===== src/rtl/uart_rx.sv =====
// uart_rx: 16x-oversampled UART receiver (start, DATA_BITS data LSB first,
// optional even parity, stop). Reports each frame with a one-cycle done pulse.
// Ports: i_clock, i_reset (async, active-high), i_tick (16x baud strobe),
//   i_rx (async serial line, idle high), o_data, o_rx_done, o_frame_err,
//   o_parity_err.
// Config: define UART_RX_PARITY_EN to add the parity bit after the data bits.
module uart_rx #(
    parameter int DATA_BITS  = 8,
    parameter int STOP_TICKS = 16
) (
    input  logic                 i_clock,
    input  logic                 i_reset,
    input  logic                 i_tick,
    input  logic                 i_rx,
    output logic [DATA_BITS-1:0] o_data,
    output logic                 o_rx_done,
    output logic                 o_frame_err,
    output logic                 o_parity_err
);

    localparam int NW = $clog2(DATA_BITS) + 1;

`ifdef UART_RX_PARITY_EN
    typedef enum logic [2:0] {IDLE, START, DATA, PARITY, STOP} state_t;
`else
    typedef enum logic [2:0] {IDLE, START, DATA, STOP} state_t;
`endif

    state_t               state_q, state_d;
    logic                 rx_meta_q, rx_s_q;
    logic [3:0]           s_cnt_q, s_cnt_d;
    logic [NW-1:0]        n_cnt_q, n_cnt_d;
    logic [DATA_BITS-1:0] sh_q, sh_d;
    logic [DATA_BITS-1:0] data_q, data_d;
    logic                 done_q, done_d;
    logic                 ferr_q, ferr_d;
`ifdef UART_RX_PARITY_EN
    logic                 par_q, par_d;
    logic                 perr_q, perr_d;
`endif

    // Two-flop synchronizer; resets to the idle line level.
    always_ff @(posedge i_clock or posedge i_reset) begin
        if (i_reset) begin
            rx_meta_q <= 1'b1;
            rx_s_q    <= 1'b1;
        end else begin
            rx_meta_q <= i_rx;
            rx_s_q    <= rx_meta_q;
        end
    end

    always_ff @(posedge i_clock or posedge i_reset) begin
        if (i_reset) begin
            state_q <= IDLE;
            s_cnt_q <= '0;
            n_cnt_q <= '0;
            sh_q    <= '0;
            data_q  <= '0;
            done_q  <= 1'b0;
            ferr_q  <= 1'b0;
`ifdef UART_RX_PARITY_EN
            par_q   <= 1'b0;
            perr_q  <= 1'b0;
`endif
        end else begin
            state_q <= state_d;
            s_cnt_q <= s_cnt_d;
            n_cnt_q <= n_cnt_d;
            sh_q    <= sh_d;
            data_q  <= data_d;
            done_q  <= done_d;
            ferr_q  <= ferr_d;
`ifdef UART_RX_PARITY_EN
            par_q   <= par_d;
            perr_q  <= perr_d;
`endif
        end
    end

    always_comb begin
        state_d = state_q;
        s_cnt_d = s_cnt_q;
        n_cnt_d = n_cnt_q;
        sh_d    = sh_q;
        data_d  = data_q;
        done_d  = 1'b0;
        ferr_d  = ferr_q;
`ifdef UART_RX_PARITY_EN
        par_d   = par_q;
        perr_d  = perr_q;
`endif
        unique case (state_q)
            IDLE: begin
                if (!rx_s_q) begin
                    state_d = START;
                    s_cnt_d = '0;
                end
            end
            START: begin
                if (i_tick) begin
                    if (s_cnt_q == 4'd7) begin
                        // Line must still be low mid start bit.
                        if (!rx_s_q) begin
                            state_d = DATA;
                            s_cnt_d = '0;
                            n_cnt_d = '0;
                        end else begin
                            state_d = IDLE;
                        end
                    end else begin
                        s_cnt_d = s_cnt_q + 4'd1;
                    end
                end
            end
            DATA: begin
                if (i_tick) begin
                    if (s_cnt_q == 4'd15) begin
                        sh_d    = {rx_s_q, sh_q[DATA_BITS-1:1]};
                        s_cnt_d = '0;
                        n_cnt_d = n_cnt_q + NW'(1);
                        if (n_cnt_q == NW'(DATA_BITS - 1)) begin
`ifdef UART_RX_PARITY_EN
                            state_d = PARITY;
`else
                            state_d = STOP;
`endif
                        end
                    end else begin
                        s_cnt_d = s_cnt_q + 4'd1;
                    end
                end
            end
`ifdef UART_RX_PARITY_EN
            PARITY: begin
                if (i_tick) begin
                    if (s_cnt_q == 4'd15) begin
                        par_d   = rx_s_q;
                        s_cnt_d = '0;
                        state_d = STOP;
                    end else begin
                        s_cnt_d = s_cnt_q + 4'd1;
                    end
                end
            end
`endif
            STOP: begin
                if (i_tick) begin
                    if (s_cnt_q == 4'(STOP_TICKS - 1)) begin
                        state_d = IDLE;
                        data_d  = sh_q;
                        ferr_d  = ~rx_s_q;
                        done_d  = 1'b1;
`ifdef UART_RX_PARITY_EN
                        perr_d  = (^sh_q) ^ par_q;
`endif
                    end else begin
                        s_cnt_d = s_cnt_q + 4'd1;
                    end
                end
            end
            default: state_d = IDLE;
        endcase
    end

    assign o_data      = data_q;
    assign o_rx_done   = done_q;
    assign o_frame_err = ferr_q;
`ifdef UART_RX_PARITY_EN
    assign o_parity_err = perr_q;
`else
    assign o_parity_err = 1'b0;
`endif

endmodule


===== config.mk =====
export PLATFORM = sky130hd
export DESIGN_NAME = uart_rx
export DESIGN_NICKNAME = d
export VERILOG_FILES = /design/src/rtl/uart_rx.sv
export SDC_FILE = /design/constraint.sdc
export NUM_CORES = 1
export LEC_CHECK = 0
export CAP_MARGIN = 40
export CORE_ASPECT_RATIO = 0.75
export CORE_MARGIN = 3
export CORE_UTILIZATION = 51
export CTS_BUF_LIST = sky130_fd_sc_hd__clkbuf_4
export CTS_CLUSTER_DIAMETER = 80
export CTS_CLUSTER_SIZE = 24
export DETAILED_ROUTE_END_ITERATION = 12
export GPL_TIMING_DRIVEN = 0
export PLACE_DENSITY_LB_ADDON = 0.05
export SYNTH_ARGS = -nofsm -noshare
export SYNTH_HDL_FRONTEND = slang
export SYNTH_SLANG_ARGS = --single-unit

===== constraint.sdc =====
create_clock -name i_clock -period 5.8 [get_ports i_clock]
set_clock_uncertainty 0.2 [all_clocks]
set_input_delay 0.87 -clock i_clock [delete_from_list [all_inputs] [get_ports i_clock]]
set_output_delay 0.87 -clock i_clock [all_outputs]
set_load 0.02 [all_outputs]

### Yosys cells after proc, flatten, opt, wreduce, memory -nomap -nowiden

Cells that the tools add are included.

| word-level totals | value |
|---|---|
| register bits | 31 |
| input port bits | 4 |
| output and inout bits | 11 |
| logic and storage cells | 63 |

| cells by class | value |
|---|---|
| add/sub/neg operators | 2 |
| equal/unequal tests | 16 |
| muxes and demuxes | 27 |
| bitwise gates (word level) | 1 |
| reduce and logical (&&, ||, !) cells | 8 |

Operator list:

| operator | count |
|---|---|
| 4-bit two-way mux | 12 |
| 3-bit two-way mux | 8 |
| 2-bit != test, second input constant | 10 |
| 4-bit one-hot mux with 4 select lines | 1 |
| 3-bit one-hot mux with 4 select lines | 1 |
| 4-bit by 1-bit adder with 4-bit output, second input constant | 2 |
| 4-bit by 3-bit == test with 1-bit output, second input constant | 2 |
| 4-bit one-hot mux with 2 select lines | 1 |
| 8-bit AND reduction | 1 |
| 3-bit by 2-bit == test with 1-bit output, second input constant | 2 |
| 3-bit AND reduction | 2 |
| 6-bit AND reduction | 1 |
| 5-bit AND reduction | 1 |
| 4-bit == test, second input constant | 1 |
| 4-bit nonzero test | 1 |
| 3-bit by 1-bit == test with 1-bit output, second input constant | 1 |
| 3-bit zero test | 1 |
| 1-bit two-way mux | 3 |
| 2-bit two-way mux | 1 |
| 2-bit nonzero test | 1 |
| 1-bit NOT | 1 |

### Logic depth before layout (Yosys ltp)

Gate-level depths: netlist (run 1).

| depth | value |
|---|---|
| word-level depth | 5 |
| gate-level depth with buffers | 7 |
| mapped depth without buffers | 6 |

### Least setup slack after synthesis (run 1)

No wires, ideal clock.

| path | value |
|---|---|
| path type | register to register |
| from | register state_q[0] |
| to | register state_q[1] |
| library setup time | 0.121 ns |
| arrival time | 1.861 ns |
| path slack | 3.618 ns |
| stages on the path, launching flop included | 7 |
| buffers on the path | 1 |
| period minus slack after synthesis | 2.182 ns |
| cells stage by stage | dfrtp_1 ha_1 buf_6 or3_1 a222oi_1 a41oi_1 a41o_1 |

| on the way | value |
|---|---|
| longest elaborated chain between the ends | 3 |
| elaborated cells between the ends (all ways) | 14 |
| those cells by class | 11 x eq/ne; 1 x mux; 2 x reduce/logical |

RTL lines:

| element | line | source |
|---|---|---|
| start: declaration | 29 | `state_t state_q, state_d;` |
| start signal: assignment | 67 | `state_q <= state_d;` |
| 3-bit by 2-bit == test with 1-bit output (tied with other cells) | 93 | `unique case (state_q)` |
| 2-bit != test (no source line) | n/a |  |
| 8-bit AND reduction (no source line) | n/a |  |

Parallel ways exist; a longest one is shown, timed or not.
A chain may end at the register's enable or synchronous reset.

### Worst setup path after layout (run 1)

| path | value |
|---|---|
| from | input port i_tick |
| to | register sh_q[4] |

| on the way | value |
|---|---|
| longest elaborated chain between the ends | 1 |

RTL lines:

| element | line | source |
|---|---|---|
| start: declaration | 13 | `input logic i_tick,` |
| 3-bit AND reduction (no source line) | n/a |  |
| end signal: assignment | 58 | `sh_q <= '0;` |
| end signal: assignment | 70 | `sh_q <= sh_d;` |
| end: declaration | 33 | `logic [DATA_BITS-1:0] sh_q, sh_d;` |

Every way passes these cells.

==> summary.md, run 1 <==
| Metric | Value |
|---|---|
| Gate Count Post-Synth | about 130 |
| Critical Path End Type | flip-flop |
| Final Setup Violations | 0 |
| Post_cts resized | 0 |
| Initial antenna violation count | 0 |
| PortBufs | 13 |
| Syn avg cell area | between 10 and 15 µm² |
| Total global routing overflow | 0 |
| FF-to-FF End | state_q[1]$_DFFE_PP0P_ |
| Worst setup path class | input pin to flip-flop |
| Max Transition Viols Final | 0 |
| Yosys warns | 0 |
| Worst r2r path cells | 6 |
| Num rows | 16 |
| Vias in the first global route | 963 |
| Most frequent cells after synthesis | dfrtp_1 (28), mux2_2 (18), nand2_1 (9) |
| Largest net degree at the start of global routing | 17 |
| Final Hold Violating Endpoints | 0 |
| Worst Setup SP | i_tick |
| CP max FO | 8 |
| Total Nets Final | 161 |
| Final wirelength | between 2 and 3 mm |
| Total setup buffers inserted after CTS | 0 |
| CTS Buf Count | 5 |
| Die height | 52.9 µm |
| Post-DP HPWL | 1.86 mm |
| Core box area | 2700 µm² |
| Worst VDD drop | about 150 µV |
| GRT Total Usage | between 10% and 20% |
| Area grow syn2layout | 16.4% |
| CP arrival | 2.45 ns |
| Power per standard cell area | slightly below 300 nW/µm² |
| I/O pins | 15 |
| Drt pass-1 iters | 4 |
| Post-synth cell types | 39 |
| Critical Path End | sh_q[4]$_DFFE_PP0P_ |
| First-pass GRT wire length | 4.31 mm |
| Clk buf depth | 2 |
| Finished Core Util | approximately 64% |
| Crit-path slowest cell | nor3_2 |
| Worst-path clk slew | 0.09 ns |
| R2R Setup Slk | between 3 and 4 ns |
| Top_reg_cell synth | dfrtp_1 |
| Async set or reset register ratio after synthesis | 100% |
| Max Cap Violations | 0 |
| Routability cong. | around 0.8 |
| Status | completed |
| # hold bufs at CTS | 0 |
| Seq/Total Area, Yosys | 50.4% |
| Dpl cells | 179 |
| Crit-path cells | clkdlybuf4s50_1 > inv_1 > nor3_2 > mux2_2 |
| Setup crit start kind | input pin |
| Fin area | 1740 µm² |
| CTS Root Cell | clkbuf_4 |
| Crit share post-route | 41.9% |
| Worst-Skew Late Latency | 0.33 ns |
| Mapped Area | 1500 µm² |
| Post-synth EDFFs | 0 |
| Post-DP Area | 1690 µm² |
| RSZ-0062 raised after global routing | false |
| Layout cell share with drive strength beyond 1 | 25.2% |
| CTS tree | built |
| Fill cells | 222 |
| Number of H-tree levels | 2 |
| Seq cells post-synth | 30 |
| Die W | 68.5 µm |
| Worst EP required | 5.82 ns |
| Iteration-0 DRC Markers | 46 |
| Synth top area share | 46.9% |
| Achievable Freq | ~400 MHz |
| TNS Setup | 0 ns |
| Drt via density | 5.61 |
| Worst-margin pin slew | 0.670 ns |
| Diode count | 0 |
| Max_slew headroom | 55.3% |
| Syn Nets | 140 |
| Starting Density | 55.3% |
| Largest stage delay on the critical path | 0.55 ns |
| Finished Layout Cells | between 150 and 200 |
| Leakage dissipation | 0.000799 µW |
| Vias | 1050 |
| Worst R2R Start | state_q[0]$_DFFE_PP0P_ |
| Top-count cell post-synth | dfrtp_1 |
| Synth area leader | dfrtp_1 |
| Minimum clock period | 2.43 ns |
| Die area | 3620 µm² |
| ANT nets after route | 0 |
| Main area contributors after synthesis | dfrtp_1 (47%), mux2_2 (14%), ha_1 (5.9%) |
| Clock sinks | 30 |
| Residual DRC count | 0 |
| Wire length per cell | approximately 14 µm |
| Min-delay worst type | flip-flop to flip-flop |
-- routing by layer --
layer	share of wire, %	global-route usage, %	vias up
li1	-	-	513
met1	50	22.3	512
met2	45	24.1	19
met3	4.3	5.10	6
met4	1.6	8.91	0
met5	0	0	-
-- sequential cells by signal, summed over array words and instances, names as in the netlist --
register and count:
rx_s_q 1, s_cnt_q 4, o_data 8, rx_meta_q 1
state_q 2, sh_q 8, n_cnt_q 4, o_rx_done 1
o_frame_err 1
-- worst max-delay path, delay by kind of cell --
family                 cells  cell delay (ns)
AND/OR/NAND/NOR            1             0.55
buffers and inverters      2             0.61
multiplexers               1             0.41
-- area by class of cell --
class	instances	area (µm²)	share of cell area (%)
Inverter	5	18.8	1.08
Tap cell	36	45.0	2.59
Clock buffer	6	45.0	2.59
Sequential cell	30	753	43.3
Timing Repair Buffer	14	145	8.34
Multi-Input combinational cell	88	676	38.8
Buffer	6	47.5	2.73
Clock inverter	2	10.0	0.575
-- cells by family after synthesis --
family | synth area share (%)
other cells | 0.251
flops | 50.4
simple gates | 12.3
fa+ha+maj | 5.86
compound gates | 12.6
mux | 14.2
buf+inv | 4.43
-- how the worst min path moves through the flow --
stage	end	startpoint	cells past startpoint
2_1_floorplan	rx_s_q$_DFF_PP1_	rx_meta_q$_DFF_PP1_	0
3_3_place_gp	rx_s_q$_DFF_PP1_	rx_meta_q$_DFF_PP1_	0
3_5_place_dp	rx_s_q$_DFF_PP1_	rx_meta_q$_DFF_PP1_	0
4_1_cts	rx_s_q$_DFF_PP1_	rx_meta_q$_DFF_PP1_	0
5_1_grt	rx_s_q$_DFF_PP1_	rx_meta_q$_DFF_PP1_	0
6_report	rx_s_q$_DFF_PP1_	rx_meta_q$_DFF_PP1_	0
-- report_power, final --
part	internal, µW	switching (µW)
sequential	238	26.8
clock	50.7	70.0
combinational	61.6	63.8
total	350	161
-- cells in the final DEF, fill, tap and decap left out, drive strengths merged --
master / netlist / layout
a2111oi: 1 / 1
a21o: 1 / 1
a21oi: 4 / 4
a222oi: 1 / 1
a22o: 1 / 1
a311oi: 1 / 1
a31o: 2 / 2
a31oi: 1 / 1
a41o: 1 / 1
a41oi: 2 / 2
and2: 2 / 2
and2b: 1 / 1
buf: 5 / 6
clkbuf: 1 / 7
clkdlybuf4s50: 0 / 13
clkinv: 0 / 2
conb: 1 / 1
dfrtp: 28 / 28
dfstp: 2 / 2
ha: 7 / 7
inv: 5 / 5
mux2: 18 / 18
mux2i: 1 / 1
nand2: 9 / 9
nand2b: 1 / 1
nand3: 4 / 4
nand3b: 5 / 5
nor2: 6 / 6
nor2b: 2 / 2
nor3: 4 / 4
o21ai: 5 / 5
o21bai: 1 / 1
o22a: 1 / 1
o22ai: 1 / 1
o311ai: 1 / 1
o31a: 1 / 1
o31ai: 1 / 1
or3: 1 / 1
-- stage by stage --
| stage | hold slack, ns | setup WS (ns) | total power (µW) |
|---|---|---|---|
| final | 0.159 | 3.37 | 511 |
| after global placement | 0.146 | 3.00 | 386 |
| after global routing | 0.169 | 3.21 | 549 |
| after CTS | 0.162 | 3.36 | 518 |
| after detailed placement | 0.148 | 3.02 | 394 |
| after floorplan | 0.145 | 3.62 | 364 |
Power figures use the tool's default switching activity.
==> inputs of run 2 (changes only) <==
==> constraint.sdc (replaced) <==
create_clock -name i_clock -period 2.4 [get_ports i_clock]
set_clock_uncertainty 0.2 [all_clocks]
set_input_delay 0.36 -clock i_clock [delete_from_list [all_inputs] [get_ports i_clock]]
set_output_delay 0.36 -clock i_clock [all_outputs]
set_load 0.02 [all_outputs]
==> run 2 against run 1 <==
Register-to-register slack worse by 3.3 ns. Cell area grew 1.2%. Sequential share of layout area down 0.52 points. Critical path type is now flip-flop to flip-flop. Clock power grew 140%. Combinational power rose to 2.5 times the previous value. Power up 140%. Clock-buffer cell count unchanged. Sequential cell count did not move.
==> summary.md, run 2 (same netlist as run 1, synthesis figures left out) <==
| Metric | Value |
|---|---|
| Worst Hold Launch | rx_meta_q$_DFF_PP1_ |
| Dpl cells | 179 (unchanged) |
| Sw Share | 31.7% (+0.20 points) |
| Min-delay worst type | flip-flop to flip-flop |
| Post-DP Area | 1690 µm² (unchanged) |
| Total global routing overflow | 0 (unchanged) |
| Area of the multi-input gates | 682 µm² (+0.93%) |
| I/O pins | 15 (unchanged) |
| Power per standard cell area | 708 nW/µm² (+140%) |
| Most frequent cells in the layout | dfrtp_1 (28), mux2_2 (18), clkdlybuf4s50_1 (13), nand2_1 (9), ha_1 (7) |
| Starting Density | 55.3% (unchanged) |
| Worst R2R Start | state_q[1]$_DFFE_PP0P_ |
| Clock sinks | 30 (unchanged) |
| Minimum clock period | 2.29 ns |
| Worst-margin pin slew | 0.668 ns (-0.00179 ns) |
| Sequential power share | 51.2% (-0.6 points) |
| CP max FO | 9 (+1) |
| Final Setup Violations | 0 (unchanged) |
| Wire length per cell | 13.6 µm (about the same) |
| Fin area | 1760 µm² (+1.2%) |
| Routability cong. | 0.814 (unchanged) |
| Die W | 68.5 µm (unchanged) |
| Crit-path cells | inv_1 > ha_1 > clkbuf_2 > and2b_1 > o21ai_0 > nor2_1 > mux2_2 |
| Largest stage delay on the critical path | 0.53 ns (-0.02 ns) |
| Worst EP required | 2.42 ns (-3.40 ns) |
| Crit share post-route | 95.4% |
| Most common cell after layout, fill and taps aside | dfrtp_1 |
| RSZ-0062 raised after global routing | false |
| CTS tree | built |
| Diode count | 0 (unchanged) |
| Final Hold Violating Endpoints | 0 (unchanged) |
| Num rows | 16 (unchanged) |
| Die area | 3620 µm² (unchanged) |
| Area grow syn2layout | 17.8% |
| CTS Root Cell | clkbuf_4 |
| Drt via density | 5.51 (-1.9%) |
| Worst VDD drop | 363 µV (+140%) |
| Clk buf depth | 2 (unchanged) |
| Worst-Skew Late Latency | 0.34 ns (about the same) |
| Worst setup path class | flip-flop to flip-flop |
| Worst r2r path cells | 7 (+1) |
| Internal power | 852 µW (+140%) |
| FF-to-FF End | n_cnt_q[0]$_DFFE_PP0P_ |
| Max Transition Viols Final | 0 (unchanged) |
| Crit-path slowest cell | o21ai_0 |
| Fill cells | 219 (-1.4%) |
| CTS Buf Count | 5 (unchanged) |
| Max_slew headroom | 55.4% (+0.12 points) |
| Pre-CTS setup slack | -0.00768 ns (-3.02 ns) |
| CP arrival | 2.31 ns (-0.14 ns) |
| Iteration-0 DRC Markers | 45 (-2.2%) |
| Achievable Freq | roughly 440 MHz |
| Vias | 1041 (-0.86%) |
| Residual DRC count | 0 (unchanged) |
| Finished Layout Cells | 189 (+1.1%) |
| GRT Total Usage | 17.0% (+0.27 points) |
| Number of H-tree levels | 2 (unchanged) |
| Sw power | 395 µW (+150%) |
| Total Nets Final | 163 (+1.2%) |
| Leakage dissipation | 0.000815 µW (+2.1%) |
| First-pass GRT wire length | 4.40 mm (+1.9%) |
| PortBufs | 13 (unchanged) |
| Sequential Area | 753 µm² (unchanged) |
| Max Cap Violations | 0 (unchanged) |
| Comb power frac | 25.3% (+0.7 points) |
| Hold slack | 0.159 ns (+0.000123 ns) |
| Initial antenna violation count | 0 (unchanged) |
| Clock Power Share | 23.5% (about the same) |
| Status | completed |
| Final wirelength | 2.56 mm (+1.0%) |
| Core box area | 2700 µm² (unchanged) |
| Critical Path End Type | flip-flop |
| Vias in the first global route | 976 (+1.3%) |
| Post-DP HPWL | 1.86 mm (unchanged) |
| Worst-path clk slew | 0.09 ns (about the same) |
| R2R Setup Slk | 0.11 ns (-3.28 ns) |
| Layout cell share with drive strength beyond 1 | 26.1% (+0.98 points) |
| PnR worst setup slack | 0.111 ns (-3.26 ns) |
| # hold bufs at CTS | 0 (unchanged) |
| Die height | 52.9 µm (unchanged) |
| ANT nets after route | 0 (unchanged) |
| Hold Path Depth | 0 (unchanged) |
| Setup crit start kind | flip-flop |
| Drt pass-1 iters | 4 (unchanged) |
| Hold path endpoint | rx_s_q$_DFF_PP1_ |
| Largest net degree at the start of global routing | 17 (unchanged) |
[run 2: metrics by stage]
stage	utilization [%]	TNS [ns]	power, µW
floorplan	-	0	879
global placement	61.8	0	934
detailed placement	62.4	-0.00768	952
CTS	65.0	0	1260
global route	65.2	0	1340
finish	65.2	0	1250
[run 2: how the worst max path moves through the flow]
stage | start | to | depth (start not counted)
floorplan | state_q[0]$_DFFE_PP0P_ | state_q[1]$_DFFE_PP0P_ | 6
global placement | state_q[0]$_DFFE_PP0P_ | state_q[1]$_DFFE_PP0P_ | 6
detailed placement | state_q[0]$_DFFE_PP0P_ | state_q[1]$_DFFE_PP0P_ | 6
CTS | state_q[0]$_DFFE_PP0P_ | sh_q[4]$_DFFE_PP0P_ | 6
global route | state_q[0]$_DFFE_PP0P_ | state_q[1]$_DFFE_PP0P_ | 7
finish | state_q[1]$_DFFE_PP0P_ | n_cnt_q[0]$_DFFE_PP0P_ | 7
[run 2: critical path: cells and delay by family, from the launching register on]
kind | cells | cell delay, ns
AO/OA/AOI/OAI | 1 | 0.53
flip-flops | 1 | 0.38
AND/OR/NAND/NOR | 2 | 0.31
multiplexers | 1 | 0.30
buffers and inverters | 2 | 0.27
adder cells (fa/ha/maj) | 1 | 0.19
[run 2: layout make-up]
cell class	instances	share of cell area, %
sequential	30	42.8
tap	36	2.56
clock buffer	6	2.56
timing repair buffer	16	9.09
buffer	6	2.70
clock inverter	2	0.568
inverter	5	1.07
multi-input combinational	88	38.7
[run 2: layer usage]
metal	up-vias	track usage, %	wire, µm
met4	0	8.91	62
met3	8	5.10	97
met2	15	24.7	1130
li1	514	-	-
met1	504	22.6	1270
met5	-	0	0
[run 2: power by group through the flow]
stage | combinational [µW] | clock [µW] | sequential [µW]
3_3_place_gp | 288 | 0 | 645
2_1_floorplan | 247 | 0 | 632
5_1_grt | 362 | 327 | 651
3_5_place_dp | 304 | 0 | 649
4_1_cts | 311 | 309 | 639
6_report | 316 | 293 | 639
[run 2: what timing repair did]
action / CTS / global route
pin swaps: 1 / 0
setup endpoints to repair: 1 / 8
gates resized for setup: 0 / 1
setup buffers: 2 / 0
==> inputs of run 3 (changes only) <==
--- a/config.mk
+++ b/config.mk
@@ -7,7 +7,6 @@
 export LEC_CHECK = 0
 export CAP_MARGIN = 40
 export CORE_ASPECT_RATIO = 0.75
-export CORE_MARGIN = 3
 export CORE_UTILIZATION = 51
 export CTS_BUF_LIST = sky130_fd_sc_hd__clkbuf_4
 export CTS_CLUSTER_DIAMETER = 80
==> run 3 against run 2 <==
Worst setup slack improved by 0.026 ns. Largest cell class unchanged. Power up 0.15%. Critical endpoint is now state_q[1]$_DFFE_PP0P_. Clock power fell by 2%.
==> summary.md, run 3 (same netlist as run 1, synthesis figures left out) <==
| Metric | Value |
|---|---|
| Worst-Skew Late Latency | 0.32 ns (-0.02 ns) |
| R2R Setup Slk | 0.14 ns (+0.03 ns) |
| Core box area | 2700 µm² (unchanged) |
| Area of the multi-input gates | 682 µm² (unchanged) |
| RSZ-0062 raised after global routing | false |
| PortBufs | 13 (unchanged) |
| Vias in the first global route | 1046 (+7.2%) |
| CTS Root Cell | clkbuf_4 |
| Fill cells | 219 (unchanged) |
| Iteration-0 DRC Markers | 54 (+20%) |
| First-pass GRT wire length | 4.86 mm (+11%) |
| Starting Density | 55.3% (unchanged) |
| I/O pins | 15 (unchanged) |
| Drt pass-1 iters | 4 (unchanged) |
| Crit-path slowest cell | dfrtp_1 |
| Die W | 64.5 µm (-5.8%) |
| Max_slew headroom | 62.7% (+7.3 points) |
| Worst R2R Start | state_q[0]$_DFFE_PP0P_ |
| CTS Buf Count | 5 (unchanged) |
| Drt via density | 5.58 (+1.3%) |
| Layout cell share with drive strength beyond 1 | 25.7% (-0.49 points) |
| Residual DRC count | 0 (unchanged) |
| # hold bufs at CTS | 0 (unchanged) |
| Clk buf depth | 2 (unchanged) |
| Most frequent cells in the layout | dfrtp_1 (28), mux2_2 (18), clkdlybuf4s50_1 (13), nand2_1 (9), ha_1 (7) |
| Status | completed |
| CP max FO | 7 (-2) |
| Post-DP HPWL | 2.00 mm (+7.2%) |
| TNS Setup | 0 ns (unchanged) |
| Worst setup path class | flip-flop to flip-flop |
| Num rows | 16 (unchanged) |
| Sequential Area | 753 µm² (unchanged) |
| Final Hold Violating Endpoints | 0 (unchanged) |
| Diode count | 0 (unchanged) |
| Crit share post-route | 94.3% (-1.1 points) |
| Area grow syn2layout | 18.2% |
| Max Cap Violations | 0 (unchanged) |
| Finished Core Util | 65.4% (+0.19 points) |
| Vias | 1049 (+0.77%) |
| Worst VDD drop | 440 µV (+21%) |
| Worst r2r path cells | 7 (unchanged) |
| GRT Total Usage | 20.8% (+3.8 points) |
| Initial antenna violation count | 0 (unchanged) |
| Min-delay worst type | input pin to async pin |
| Leakage dissipation | 0.000815 µW (about the same) |
| Largest stage delay on the critical path | 0.43 ns (-0.10 ns) |
| Setup crit start kind | flip-flop |
| Finished Layout Cells | 188 (-0.53%) |
| Worst-path clk slew | 0.09 ns (about the same) |
| Crit-path cells | inv_1 > ha_1 > or3_1 > a222oi_1 > buf_4 > a41oi_1 > a41o_1 |
| Total global routing overflow | 0 (unchanged) |
| Max Transition Viols Final | 0 (unchanged) |
| Achievable Freq | 442 MHz (+1.2%) |
| CP delay by family, top | compound AO/OA/AOI/OAI gates |
| Power per standard cell area | 707 nW/µm² (-0.14%) |
| Dpl cells | 179 (unchanged) |
| Worst EP required | 2.41 ns (about the same) |
| Worst path buffer plus inverter count | 2 (unchanged) |
| Most common cell after layout, fill and taps aside | dfrtp_1 |
| ANT nets after route | 0 (unchanged) |
| Final Setup Violations | 0 (unchanged) |
| Number of H-tree levels | 2 (unchanged) |
| Die height | 48.9 µm (-7.6%) |
| Minimum clock period | 2.26 ns (-0.0265 ns) |
| FF-to-FF End | state_q[1]$_DFFE_PP0P_ |
| Routability cong. | 0.779 (-4.4%) |
| Wire length per cell | 14.4 µm (+6.4%) |
| CP arrival | 2.27 ns (-0.04 ns) |
| Worst-margin pin slew | 0.555 ns (-0.113 ns) |
| Critical Path End Type | flip-flop |
| Total Nets Final | 162 (-0.61%) |
| Clock sinks | 30 (unchanged) |
| CTS tree | built |
| Die area | 3150 µm² (-13%) |
| Largest net degree at the start of global routing | 22 (+5) |
| Final wirelength | 2.71 mm (+5.8%) |
-- run 3: stage by stage --
stage	setup WS [ns]	area (µm²)	hold slack, ns	total power [µW]
after global placement	0.0740	1670	0.146	934
after detailed placement	0.00253	1700	0.147	961
after CTS	0.00149	1750	0.144	1250
after global routing	0.00462	1770	0.154	1340
final	0.138	1770	0.138	1250
after floorplan	0.218	1500	0.145	879
-- run 3: what timing repair did --
| action | 4_1_cts | 5_1_grt |
|---|---|---|
| resized for setup | 0 | 2 |
| setup buffers | 0 | 1 |
| setup endpoints to repair | 0 | 12 |
| endpoints found under the hold margin | 0 | 0 |
-- run 3: final cells by class --
cell class | instances | share of cell area, %
clock buffer | 6 | 2.55
sequential | 30 | 42.6
tap | 36 | 2.55
inverter | 5 | 1.06
clock inverter | 2 | 0.567
multi-input combinational | 88 | 38.6
timing repair buffer | 15 | 9.35
buffer | 6 | 2.69
-- run 3: worst max-delay path by stage --
stage | startpoint | endpoint | slack, ns | cells past startpoint
floorplan | state_q[0]$_DFFE_PP0P_ | state_q[1]$_DFFE_PP0P_ | 0.22 | 6
global placement | state_q[0]$_DFFE_PP0P_ | state_q[1]$_DFFE_PP0P_ | 0.07 | 6
detailed placement | state_q[0]$_DFFE_PP0P_ | sh_q[1]$_DFFE_PP0P_ | 0.003 | 6
CTS | state_q[0]$_DFFE_PP0P_ | state_q[1]$_DFFE_PP0P_ | 0.001 | 6
global route | state_q[0]$_DFFE_PP0P_ | state_q[1]$_DFFE_PP0P_ | 0.005 | 7
finish | state_q[0]$_DFFE_PP0P_ | state_q[1]$_DFFE_PP0P_ | 0.14 | 7
-- run 3: layer usage --
layer	part of all wire, %	global-route usage, %	wire length [µm]
met1	47	28.3	1280
met5	0	0	0
met3	4.1	6.31	112
met4	1.1	7.78	29
met2	47	31.4	1290
-- run 3: report_power, final --
group	leakage [µW]	switching, µW	total (µW)	internal [µW]
Sequential	0.000389	67.9	642	574
Clock	0.0000354	165	287	123
Combinational	0.000391	164	319	155
Total	0.000815	397	1250	852
